**config.mk**
```make
export PLATFORM = sky130hd
export DESIGN_NAME = mem_bus_master
export DESIGN_NICKNAME = d
export VERILOG_FILES = /design/src/rtl/mem_bus_pkg.sv /design/src/rtl/mem_lane_align.sv /design/src/rtl/mem_bus_master.sv
export SDC_FILE = /design/constraint.sdc
export NUM_CORES = 1
export LEC_CHECK = 0
export CAP_MARGIN = 25
export CORE_MARGIN = 1.5
export CORE_UTILIZATION = 25
export DETAILED_ROUTE_END_ITERATION = 10
export PLACE_DENSITY = 0.59
export SYNTH_ARGS = -nofsm -noshare
export SYNTH_HDL_FRONTEND = slang
export SYNTH_HIERARCHICAL = 1
export SYNTH_SLANG_ARGS = --single-unit
```
**constraint.sdc**
```tcl
create_clock -name clk -period 2.9 [get_ports clk]
set_input_delay 0.29 -clock clk [delete_from_list [all_inputs] [get_ports clk]]
set_output_delay 0.29 -clock clk [all_outputs]
set_load 0.02 [all_outputs]
```
**src/rtl/mem_bus_pkg.sv**
```systemverilog
// Shared encodings and helpers for the main-memory bus master.
// Access sizes, master FSM states and the alignment check.
package mem_bus_pkg;

    localparam logic [1:0] SIZE_B = 2'b00;
    localparam logic [1:0] SIZE_H = 2'b01;
    localparam logic [1:0] SIZE_W = 2'b10;

    typedef enum logic [1:0] {
        IDLE,
        RMW_CAP,
        RMW_WR
    } state_t;

    function automatic logic misaligned(
        input logic [1:0] size,
        input logic [1:0] lsb
    );
        case (size)
            SIZE_B:  return 1'b0;
            SIZE_H:  return lsb[0];
            SIZE_W:  return (lsb != 2'b00);
            default: return 1'b1;
        endcase
    endfunction

endpackage

```
**src/rtl/mem_lane_align.sv**
```systemverilog
// Byte-lane extraction for loads and lane merge for sub-word stores.
// Little-endian: lane 0 is bits 7:0.
module mem_lane_align
    import mem_bus_pkg::*;
(
    input  logic [31:0] ld_word,
    input  logic [31:0] st_word,
    input  logic [31:0] st_data,
    input  logic [1:0]  lane,
    input  logic [1:0]  size,
    input  logic        sgn,
    output logic [31:0] ld_data,
    output logic [31:0] st_merged
);

    logic [15:0] sh;
    logic [31:0] mask;
    logic [31:0] rep;

    always_comb begin
        sh      = 16'(ld_word >> {lane, 3'b000});
        ld_data = ld_word;
        mask    = '1;
        rep     = st_data;
        case (size)
            SIZE_B: begin
                ld_data = {{24{sgn & sh[7]}}, sh[7:0]};
                mask    = 32'h0000_00FF << {lane, 3'b000};
                rep     = {4{st_data[7:0]}};
            end
            SIZE_H: begin
                ld_data = {{16{sgn & sh[15]}}, sh[15:0]};
                mask    = 32'h0000_FFFF << {lane[1], 4'b0000};
                rep     = {2{st_data[15:0]}};
            end
            default: ;
        endcase
        st_merged = (st_word & ~mask) | (rep & mask);
    end

endmodule

```
**src/rtl/mem_bus_master.sv**
```systemverilog
// CPU-side initiator for the phase-alternating single-port memory.
// Fetch on execute phases, byte/half/word data access with RMW stores.
module mem_bus_master
    import mem_bus_pkg::*;
#(
    parameter int ADDR_W = 32,
    parameter int DATA_W = 32
) (
    input  logic              clk,
    input  logic              Reset,
    input  logic [ADDR_W-1:0] core_pc_next,
    input  logic              core_adv,
    input  logic              req_valid,
    output logic              req_ready,
    input  logic              req_we,
    input  logic [1:0]        req_size,
    input  logic              req_signed,
    input  logic [ADDR_W-1:0] req_addr,
    input  logic [DATA_W-1:0] req_wdata,
    output logic              rsp_valid,
    output logic [DATA_W-1:0] rsp_rdata,
    output logic              rsp_err,
    output logic              instr_valid,
    output logic [DATA_W-1:0] instr_out,
    output logic              stall,
    input  logic              mem_E,
    input  logic [DATA_W-1:0] mem_Mout,
    output logic [ADDR_W-1:0] mem_Next_PC,
    output logic [ADDR_W-1:0] mem_addr,
    output logic [DATA_W-1:0] mem_wdata,
    output logic              mem_S
);

    state_t state_q, state_d;

    logic [ADDR_W-1:0] pc_q;
    logic              first_q;
    logic              ld_q;
    logic              ack_q;
    logic              err_q;
    logic [ADDR_W-1:0] addr_q;
    logic [1:0]        size_q;
    logic              sgn_q;
    logic [DATA_W-1:0] wdata_q;
    logic [DATA_W-1:0] buf_q;
    logic [DATA_W-1:0] ld_data;
    logic [DATA_W-1:0] st_merged;

    logic accept;
    logic mis;
    logic is_word;

    assign req_ready   = (state_q == IDLE) & mem_E & ~Reset;
    assign accept      = req_valid & req_ready;
    assign mis         = misaligned(req_size, req_addr[1:0]);
    assign is_word     = (req_size == SIZE_W);
    assign stall       = (state_q != IDLE);
    assign mem_Next_PC = pc_q;

    mem_lane_align u_align (
        .ld_word   (mem_Mout),
        .st_word   (buf_q),
        .st_data   (wdata_q),
        .lane      (addr_q[1:0]),
        .size      (size_q),
        .sgn       (sgn_q),
        .ld_data   (ld_data),
        .st_merged (st_merged)
    );

    always_ff @(posedge clk) begin
        if (Reset) state_q <= IDLE;
        else       state_q <= state_d;
    end

    always_comb begin
        state_d   = state_q;
        mem_S     = 1'b0;
        mem_addr  = req_addr;
        mem_wdata = req_wdata;
        unique case (state_q)
            IDLE: begin
                if (accept & ~mis & req_we) begin
                    if (is_word) mem_S   = 1'b1;
                    else         state_d = RMW_CAP;
                end
            end
            RMW_CAP: state_d = RMW_WR;
            RMW_WR: begin
                mem_addr  = addr_q;
                mem_wdata = st_merged;
                mem_S     = mem_E;
                state_d   = IDLE;
            end
            default: state_d = IDLE;
        endcase
        if (Reset) mem_S = 1'b0;
    end

    always_ff @(posedge clk) begin
        if (Reset) begin
            pc_q        <= '0;
            first_q     <= 1'b1;
            instr_valid <= 1'b0;
            instr_out   <= '0;
            ld_q        <= 1'b0;
            ack_q       <= 1'b0;
            err_q       <= 1'b0;
        end else begin
            first_q <= 1'b0;
            if (core_adv & mem_E & ~stall)
                pc_q <= core_pc_next;
            instr_valid <= mem_E & ~first_q;
            if (mem_E & ~first_q)
                instr_out <= mem_Mout;
            ld_q  <= accept & ~mis & ~req_we;
            err_q <= accept & mis;
            ack_q <= (accept & ~mis & req_we & is_word)
                   | (state_q == RMW_WR);
        end
    end

    // Request fields only matter while a request is in flight.
    always_ff @(posedge clk) begin
        if (accept) begin
            addr_q  <= req_addr;
            size_q  <= req_size;
            sgn_q   <= req_signed;
            wdata_q <= req_wdata;
        end
        if (state_q == RMW_CAP)
            buf_q <= mem_Mout;
    end

    // Load data comes straight off the memory in the cycle after accept.
    assign rsp_valid = ld_q | ack_q | err_q;
    assign rsp_err   = err_q;
    assign rsp_rdata = ld_q ? ld_data : '0;

endmodule

```
==> results of run 1 <==
==> power groups by stage <==
stage	Combinational, W	Sequential [W]	Clock [W]
finish	0.000950	0.00267	0.00232
global route	0.00102	0.00268	0.00251
CTS	0.000955	0.00267	0.00241
detailed placement	0.000937	0.00273	0
global placement	0.000936	0.00272	0
floorplan	0.000341	0.00277	0
==> worst max-delay path: stages, from the launching register on <==
cell and delay, ns:
sky130_fd_sc_hd__edfxtp_1 0.42, sky130_fd_sc_hd__buf_12 0.17, sky130_fd_sc_hd__mux2i_1 0.23, sky130_fd_sc_hd__and3b_1 0.24, sky130_fd_sc_hd__nor3_4 0.27, sky130_fd_sc_hd__buf_4 0.18
sky130_fd_sc_hd__a21oi_1 0.05, sky130_fd_sc_hd__and2_1 0.14, sky130_fd_sc_hd__dlygate4sd2_1 0.32
==> cells in the final DEF (no fill, tap or decap), types with 6 or more instances in the layout <==
cell type / count
sky130_fd_sc_hd__dlymetal6s2s_1: 31
sky130_fd_sc_hd__buf_12: 10
sky130_fd_sc_hd__mux2i_1: 37
sky130_fd_sc_hd__buf_4: 50
sky130_fd_sc_hd__edfxtp_1: 99
sky130_fd_sc_hd__dfxtp_1: 71
sky130_fd_sc_hd__o21ai_1: 6
sky130_fd_sc_hd__mux2_2: 12
sky130_fd_sc_hd__o2bb2ai_1: 6
sky130_fd_sc_hd__clkdlybuf4s50_1: 250
sky130_fd_sc_hd__nand2_1: 393
sky130_fd_sc_hd__o21ai_0: 29
sky130_fd_sc_hd__dlygate4sd2_1: 12
sky130_fd_sc_hd__and2_1: 33
sky130_fd_sc_hd__nor2b_1: 11
sky130_fd_sc_hd__a21oi_1: 85
sky130_fd_sc_hd__nor2_1: 14
sky130_fd_sc_hd__clkbuf_16: 17
==> sequential cells by signal, indices dropped and copies added (netlist names), 2 cells and up <==
register     count
addr_q          32
instr_out       32
state_q          2
wdata_q         32
mem_Next_PC     32
buf_q           32
size_q           2
==> through the flow <==
stage	area (µm²)	total power (W)	instances	utilization, %
after floorplan	8070	0.00311	901	-
after global placement	11600	0.00366	1584	36.8
after detailed placement	11600	0.00366	1584	36.8
after CTS	12300	0.00603	1623	39.0
after global routing	12500	0.00621	1631	39.5
final	12500	0.00594	1631	39.5
==> path summary, 6_finish.rpt <==
| check | startpoint | to | slack [ns] | cells after the start |
|---|---|---|---|---|
| worst max-delay path | addr_q[0] | rsp_rdata[13] | 0.14 | 8 |
| worst min-delay path | Reset | mem_Next_PC[24] | 0.26 | 2 |
| worst max register to register | state_q[0] | mem_Next_PC[30] | 1.07 | 4 |
| worst min register to register | mem_Next_PC[16] | mem_Next_PC[16] | 0.45 | 2 |
==> logic make-up after synthesis <==
| family | synth area share, % |
|---|---|
| buf+inv | 4.25 |
| simple gates | 25.3 |
| flops | 54.4 |
| mux | 6.26 |
| compound gates | 9.77 |
==> repair_timing <==
action / in CTS / in global routing
buffers inserted: 6 / 8
gates resized for setup: 16 / 32
cloned: 1 / 0
setup endpoints to repair: 55 / 38
pin swaps: 3 / 2
hold endpoints to repair: 0 / 0
==> area by class of cell <==
type,count,area share [%]
Clock buffer,17,3.41
Clock inverter,15,1.39
Inverter,3,0.0902
Multi-Input combinational cell,669,27.2
Sequential cell,170,35.2
Tap cell,402,4.03
Timing Repair Buffer,355,28.7
==> metal layers <==
metal / wire length [µm] / track usage, % / part of all wire (%)
met5: 0 / 0 / 0
met3: 2590 / 5.75 / 8.6
met2: 14100 / 28.8 / 47
met4: 543 / 5.95 / 1.8
met1: 12700 / 23.0 / 42
==> results_dict.tcl, run 1 <==
set metrics [dict create \
    run_status "completed" \
    synth_flop_cell "sky130_fd_sc_hd__edfxtp_1" \
    final.setup_skew_ns 0.0124 \
    setup_total_negative_slack_ns 0 \
    pwr-share-seq_pct 44.9 \
    peak_supply_drop_v 0.000385 \
    detailed_place_hpwl_um 21600 \
    netSwitchingFraction_pct 28.3 \
    top_achievable_clock_speed_mhz 362 \
    synth.largest_area_cell "sky130_fd_sc_hd__edfxtp_1" \
    cts_buffers 17 \
    timing.slew.headroom_pct 46.8 \
    postCtsHoldBufs 0 \
    cts.path.max_buffers 2 \
    worst_slew_pin_slew_ns 0.797 \
    post_synth_instance_area_um2 8070 \
    postSynth.asyncResetShare_pct 0 \
    timing.hold.worst.class "input pin to flip-flop" \
    crit_fanout 13 \
    ioPinCount 303 \
    power-per-cell-area_nw_per_um2 476 \
    cp.required_ns 2.61 \
    route.detailed.vias_per_inst 4.61 \
    syn_to_final_growth_pct 54.7 \
    synth_cell_types 45 \
    ys_seq_elements 170 \
    rsz_0062_raised_after_global_routing "no" \
    fin_crit_ns 2.76 \
    number_of_nets_in_the_synthesized_netlist 1038 \
    post_synth.cell_area_avg_um2 8.96 \
    synth_sequential_area_ratio_pct 54.4 \
    count_of_flip_flops_with_a_built_in_enable_after_synthesis 99 \
    clock_latency_ns 0.44 \
    tritoncts "done" \
    row_count 65 \
    final_nets 1353 \
    finalHoldViolCount 0 \
    floorplan.die.width_um 183 \
    multiInputGateArea_um2 3390 \
    design.die.area_um2 33400 \
    antenna_found_initial 2 \
    timing_max_transition_violations_final 0 \
    cellLeakagePower_nw 5.24 \
    routed-via-count 7515 \
    routability_congestion_estimate 0.837 \
    most_frequent_cell_after_synthesis "sky130_fd_sc_hd__nand2_1" \
    clock-root-buffer "sky130_fd_sc_hd__clkbuf_16" \
    post-route-worst-setup-slack_ns 0.137 \
    ys.warnings.count 6 \
    ys_top_cells_by_area "sky130_fd_sc_hd__edfxtp_1 (37%), sky130_fd_sc_hd__nand2_1 (18%), sky130_fd_sc_hd__dfxtp_1 (18%), sky130_fd_sc_hd__a21oi_1 (5.3%), sky130_fd_sc_hd__mux2i_1 (4.6%)" \
    maximum_number_of_pins_on_one_net_before_global_route_repair 65 \
    cts_num_sinks 170 \
    die_h_um 183 \
    route.detailed.wl_per_inst_um 18.3 \
    max-cap-violations 0 \
    start_util_pct 25.5 \
    netsw_w 0.00168 \
    layout-drive-gt1-share_pct 10.5 \
    finalSetupViolations 0 \
    placeableCoreArea_um2 31600 \
    share_comb_of_total_power_pct 16.0 \
    drt_drc_violations_left 0 \
    drt.antenna.violating_nets 0 \
    path_clk_slew_ns 0.08 \
    clock_power_share_pct 39.1 \
    number_of_diodes 0 \
    dr.pass1.iters 5 \
    synth_cells 901 \
    critPathKind "flip-flop to output pin" \
    globalRouteTotalUtil_pct 18.0 \
    grt_first_pass_wirelength_um 44900 \
    fin_crit_sh_pct 95.3 \
    timing.critical_path.to_type "output pin" \
    io_buffers 302 \
    filler_cell_count 3144 \
    holdWs_ns 0.261 \
    detailedRoute.firstIterationViolations 415 \
    htreeDepth 4 \
    worst_ep_arrival_ns 2.47 \
    seqCellArea_um2 4390 \
    ys_top_cells_by_count "sky130_fd_sc_hd__nand2_1 (393), sky130_fd_sc_hd__edfxtp_1 (99), sky130_fd_sc_hd__a21oi_1 (86)" \
    vias_in_the_first_global_route 7488 \
    worst_setup_path_start_kind "flip-flop" \
    routed_wl_um 29900 \
    yosysTopAreaCellShare_pct 36.8 \
    grt_remaining_overflow 0 \
    p_int_w 0.00426 \
    post_placement_worst_setup_slack_ns 0.190 \
]
Note: power is estimated with default switching activity, not from simulation.
==> run 2, diff against run 1 <==
- CAP_MARGIN: 25 -> not set
- CORE_MARGIN: 1.5 -> not set
==> results_dict.tcl, run 2 (synthesis gave the netlist of run 1 again) <==
set metrics [dict create \
    route.detailed.wl_per_inst_um 18.0 \
    htreeDepth 4 \
    timing.slew.headroom_pct 44.4 \
    slowest_stage "sky130_fd_sc_hd__clkdlybuf4s50_1" \
    mostFrequentLayoutCell "sky130_fd_sc_hd__nand2_1" \
    fin_crit_ns 2.87 \
    finalHoldViolCount 0 \
    timing.hold.worst.class "input pin to flip-flop" \
    ioPinCount 303 \
    tritoncts "done" \
    layout-drive-gt1-share_pct 9.77 \
    fin_crit_sh_pct 99.1 \
    start_util_pct 25.5 \
    run_status "completed" \
    timing.critical_path.from "addr_q[0]" \
    worst_hold_path.num_cells 2 \
    io_buffers 302 \
    r2r_slack_ns 1.18 \
    route.detailed.vias_per_inst 4.57 \
    cellLeakagePower_nw 4.98 \
    final_nets 1342 \
    drt_drc_violations_left 0 \
    routed-via-count 7400 \
    path_delay_family "buffers and inverters" \
    syn_to_final_growth_pct 53.1 \
    placeableCoreArea_um2 31600 \
    top_achievable_clock_speed_mhz 348 \
    routability_congestion_estimate 0.800 \
    peak_supply_drop_v 0.000385 \
    globalRouteTotalUtil_pct 17.5 \
    drt.antenna.violating_nets 0 \
    grt_remaining_overflow 0 \
    crit_chain "buf_12, mux2i_2, o211ai_1, buf_4, nand3_2, nand2_1, and2_1, clkdlybuf4s50_1" \
    worstSetupEndpoint "rsp_rdata[28]" \
    holdWs_ns 0.286 \
    max-cap-violations 0 \
    antenna_found_initial 1 \
    routed_wl_um 29100 \
    cts_num_sinks 170 \
    path_buf_inv 3 \
    dpl.cell_count 1582 \
    dr.pass1.iters 6 \
    min-delay-start "Reset" \
    final.setup_skew_ns 0.0118 \
    clock_latency_ns 0.44 \
    worst_slew_pin_slew_ns 0.834 \
    cts_buffers 17 \
    detailed_place_hpwl_um 20900 \
    number_of_diodes 0 \
    maximum_number_of_pins_on_one_net_before_global_route_repair 66 \
    detailedRoute.firstIterationViolations 481 \
    layout.cells.non_filler 1620 \
    row_count 65 \
    clock-root-buffer "sky130_fd_sc_hd__clkbuf_16" \
    rsz_0062_raised_after_global_routing "yes" \
    layout.cells.most_common_list "sky130_fd_sc_hd__nand2_1 (393), sky130_fd_sc_hd__clkdlybuf4s50_1 (259), sky130_fd_sc_hd__edfxtp_1 (99), sky130_fd_sc_hd__a21oi_1 (85), sky130_fd_sc_hd__dfxtp_1 (71)" \
    timing.rr.end "addr_q[11]" \
    cts.path.max_buffers 2 \
    timing.reg2reg.worst_path_depth 4 \
    floorplan.die.width_um 182 \
    vias_in_the_first_global_route 7097 \
    die_h_um 182 \
    worst_ep_arrival_ns 2.58 \
    crit_fanout 27 \
    timing.rr.start "state_q[1]" \
    finalSetupViolations 0 \
    crit_cells 8 \
    worst_setup_path_start_kind "flip-flop" \
    timing_max_transition_violations_final 0 \
    path_clk_slew_ns 0.07 \
    timing.critical_path.to_type "output pin" \
    cp.required_ns 2.61 \
    power_w 0.00586 \
    design.die.area_um2 33000 \
    critPathKind "flip-flop to output pin" \
    setup_total_negative_slack_ns 0 \
    power-per-cell-area_nw_per_um2 474 \
    grt_first_pass_wirelength_um 43100 \
    critical-path-max-stage-delay_ns 0.60 \
]
[run 2: how the worst min path moves through the flow]
stage	end	slack (ns)
final	mem_Next_PC[19]	0.29
after global routing	mem_Next_PC[22]	0.28
after CTS	mem_Next_PC[18]	0.26
after detailed placement	mem_Next_PC[22]	0.45
after global placement	mem_Next_PC[4]	0.44
after floorplan	first_q	0.32
[run 2: cell type report]
type,instances,area (µm²)
Clock buffer,17,425
Clock inverter,15,151
Fill cell,3149,19300
Inverter,3,11.3
Multi-Input combinational cell,669,3390
Sequential cell,170,4390
Tap cell,402,503
Timing Repair Buffer,344,3480
[run 2: report_power, final]
part           internal, W  leakage (nW)  switching, W  total (W)
sequential         0.00263          1.48     0.0000384    0.00267
combinational     0.000458          3.23      0.000482   0.000940
clock              0.00114         0.270       0.00111    0.00225
total              0.00423          4.98       0.00163    0.00586
[run 2: worst register-to-register path: stages, from the launching register on]
cell                      delay, ns
sky130_fd_sc_hd__dfxtp_1       0.42
sky130_fd_sc_hd__nor4b_4       0.40
sky130_fd_sc_hd__nand2_1       0.16
sky130_fd_sc_hd__inv_2         0.11
sky130_fd_sc_hd__buf_12        0.26
[run 2: timing repair]
action / CTS / global route
hold buffers: 0 / 0
gates cloned: 0 / 1
resized for setup: 9 / 28
pin swaps: 4 / 3
setup buffers: 4 / 1
setup endpoints to repair: 45 / 45
[run 2: layer usage]
layer  share of wire (%)  vias to the layer above  wire, µm  global-route usage [%]
li1                    -                     3615         -                       -
met1                  45                     3488     13200                    23.6
met3                 7.4                       29      2150                    4.85
met5                   0                        -         0                       0
met2                  45                      268     13200                    27.3
met4                 1.7                        0       486                    5.02
[run 2: per-stage QoR]
| stage | setup slack (ns) | cell area [µm²] | utilization (%) |
|---|---|---|---|
| finish | 0.0272 | 12400 | 39.1 |
| global route | -0.0925 | 12400 | 39.1 |
| CTS | 0.000270 | 12300 | 38.8 |
| detailed placement | 0.258 | 11600 | 36.7 |
| global placement | 0.297 | 11600 | 36.7 |
| floorplan | 0.149 | 8070 | - |
==> run 3, diff against run 2 <==
- DONT_BUFFER_PORTS: not set -> 1
- PLACE_DENSITY: 0.59 -> 0.47
==> results_dict.tcl, run 3 (synthesis gave the netlist of run 1 again) <==
set metrics [dict create \
    worst_setup_path_start_kind "flip-flop" \
    clock-root-buffer "sky130_fd_sc_hd__clkbuf_16" \
    path_clk_slew_ns 0.07 \
    top_achievable_clock_speed_mhz 371 \
    drt.antenna.violating_nets 0 \
    critPathKind "flip-flop to output pin" \
    cts.path.max_buffers 2 \
    syn_to_final_growth_pct 29.2 \
    number_of_diodes 0 \
    grt_remaining_overflow 0 \
    multiInputGateArea_um2 3370 \
    final_nets 1153 \
    timing.rr.start "state_q[1]" \
    timing.rr.end "addr_q[31]" \
    worst_ep_arrival_ns 2.41 \
    timing.slew.headroom_pct 37.3 \
    io_buffers 0 \
    worst_hold_path.endpoint "ld_q" \
    row_count 65 \
    finalHoldViolCount 0 \
    cts_buffers 17 \
    run_status "completed" \
    maximum_number_of_pins_on_one_net_before_global_route_repair 69 \
    min-delay-start "req_addr[0]" \
    timing.hold.worst.class "input pin to flip-flop" \
    worst_hold_path.num_cells 2 \
    tritoncts "done" \
    routed-via-count 6743 \
    grt_first_pass_wirelength_um 43900 \
    power-per-cell-area_nw_per_um2 543 \
    post_cts.resized_instances 0 \
    worst_slew_pin_slew_ns 0.939 \
    max-cap-violations 0 \
    slowest_stage "sky130_fd_sc_hd__nor3_4" \
    filler_cell_count 3281 \
    finalSetupViolations 0 \
    cp.required_ns 2.61 \
    clock_latency_ns 0.44 \
    timing.critical_path.to_type "output pin" \
    start_util_pct 25.5 \
    grt_busiest_layer "met2" \
    final.setup_skew_ns 0.00887 \
    fin_crit_ns 2.70 \
    layout.cells.most_common_list "sky130_fd_sc_hd__nand2_1 (393), sky130_fd_sc_hd__dlygate4sd3_1 (133), sky130_fd_sc_hd__edfxtp_1 (99), sky130_fd_sc_hd__a21oi_1 (86), sky130_fd_sc_hd__dfxtp_1 (71)" \
    cellLeakagePower_nw 4.02 \
    fin_crit_sh_pct 93.0 \
    cts_num_sinks 170 \
    timing.critical_path.from "addr_q[0]" \
    dr.pass1.iters 5 \
    use_met3_pct 4.77 \
    post_placement_worst_setup_slack_ns 0.673 \
    r2r_slack_ns 0.91 \
    routed_wl_um 30600 \
    global_route.usage.met1_pct 23.8 \
    timing.reg2reg.worst_path_depth 5 \
    detailedRoute.firstIterationViolations 437 \
    htreeDepth 4 \
    setup_total_negative_slack_ns 0 \
    critical-path-max-stage-delay_ns 0.38 \
    post-route-worst-setup-slack_ns 0.202 \
    route.detailed.vias_per_inst 4.71 \
    detailed_place_hpwl_um 19900 \
    floorplan.die.width_um 182 \
    ioPinCount 303 \
    placeableCoreArea_um2 31600 \
    rsz_0062_raised_after_global_routing "no" \
    globalRouteTotalUtil_pct 18.4 \
    antenna_found_initial 2 \
    timing_max_transition_violations_final 0 \
    design.die.area_um2 33000 \
    gr-usage-met2_pct 29.9 \
    seqCellArea_um2 4390 \
    layout-drive-gt1-share_pct 8.26 \
    die_h_um 182 \
    crit_fanout 25 \
    drt_drc_violations_left 0 \
    vias_in_the_first_global_route 6686 \
    mostFrequentLayoutCell "sky130_fd_sc_hd__nand2_1" \
    peak_supply_drop_v 0.000431 \
    crit_chain "buf_4, mux2i_1, and3b_1, nor3_4, a21oi_1, and2_1" \
    route.detailed.wl_per_inst_um 21.4 \
    routability_congestion_estimate 0.791 \
]
-- run 3: repair_timing --
item / CTS / global route
endpoints found under the hold margin: 169 / 0
hold buffers: 134 / 0
buffers inserted: 0 / 0
-- run 3: how the worst max path moves through the flow --
stage,endpoint,slack (ns),cells after the start
global route,rsp_rdata[10],0.02,6
CTS,rsp_rdata[8],0.19,6
floorplan,addr_q[0],0.15,4
detailed placement,rsp_rdata[8],0.67,6
global placement,rsp_rdata[8],0.69,6
finish,rsp_rdata[15],0.20,6
-- run 3: report_power, final --
group	total [W]	switching (W)	internal, W
Sequential	0.00274	0.000105	0.00263
Combinational	0.000593	0.000345	0.000248
Clock	0.00233	0.00102	0.00131
Total	0.00566	0.00146	0.00419
-- run 3: layout make-up --
type | count | share of cell area (%)
flip-flops and latches | 170 | 42.2
repair buffers | 156 | 15.0
clock buffers | 23 | 4.80
clock inverters | 9 | 0.804
inverters | 3 | 0.108
well taps | 402 | 4.82
multi-input cells | 668 | 32.3
-- run 3: critical path: cells and delay by family, from the launching register on --
kind                   cells  cell delay [ns]
and+or+nand+nor            3             0.86
DFF                        1             0.37
buffers and inverters      1             0.33
muxes                      1             0.27
AOI/OAI and AO/OA          1             0.14
-- run 3: per-stage QoR --
step | hold slack [ns] | std cells | instance area [µm²] | utilization (%) | power, W
4_1_cts | 0.0197 | 1431 | 10400 | 33.0 | 0.00573
2_1_floorplan | 0.318 | 901 | 8070 | - | 0.00311
3_5_place_dp | 0.324 | 1265 | 8480 | 26.8 | 0.00319
6_report | 0.0511 | 1431 | 10400 | 33.0 | 0.00566
5_1_grt | 0.0312 | 1431 | 10400 | 33.0 | 0.00588
3_3_place_gp | 0.323 | 1265 | 8480 | 26.8 | 0.00318
-- run 3: metal layers --
metal | up-vias | part of all wire (%)
met1 | 3210 | 45
li1 | 3233 | -
met3 | 31 | 6.4
met2 | 269 | 47
met4 | 0 | 2.0
met5 | - | 0
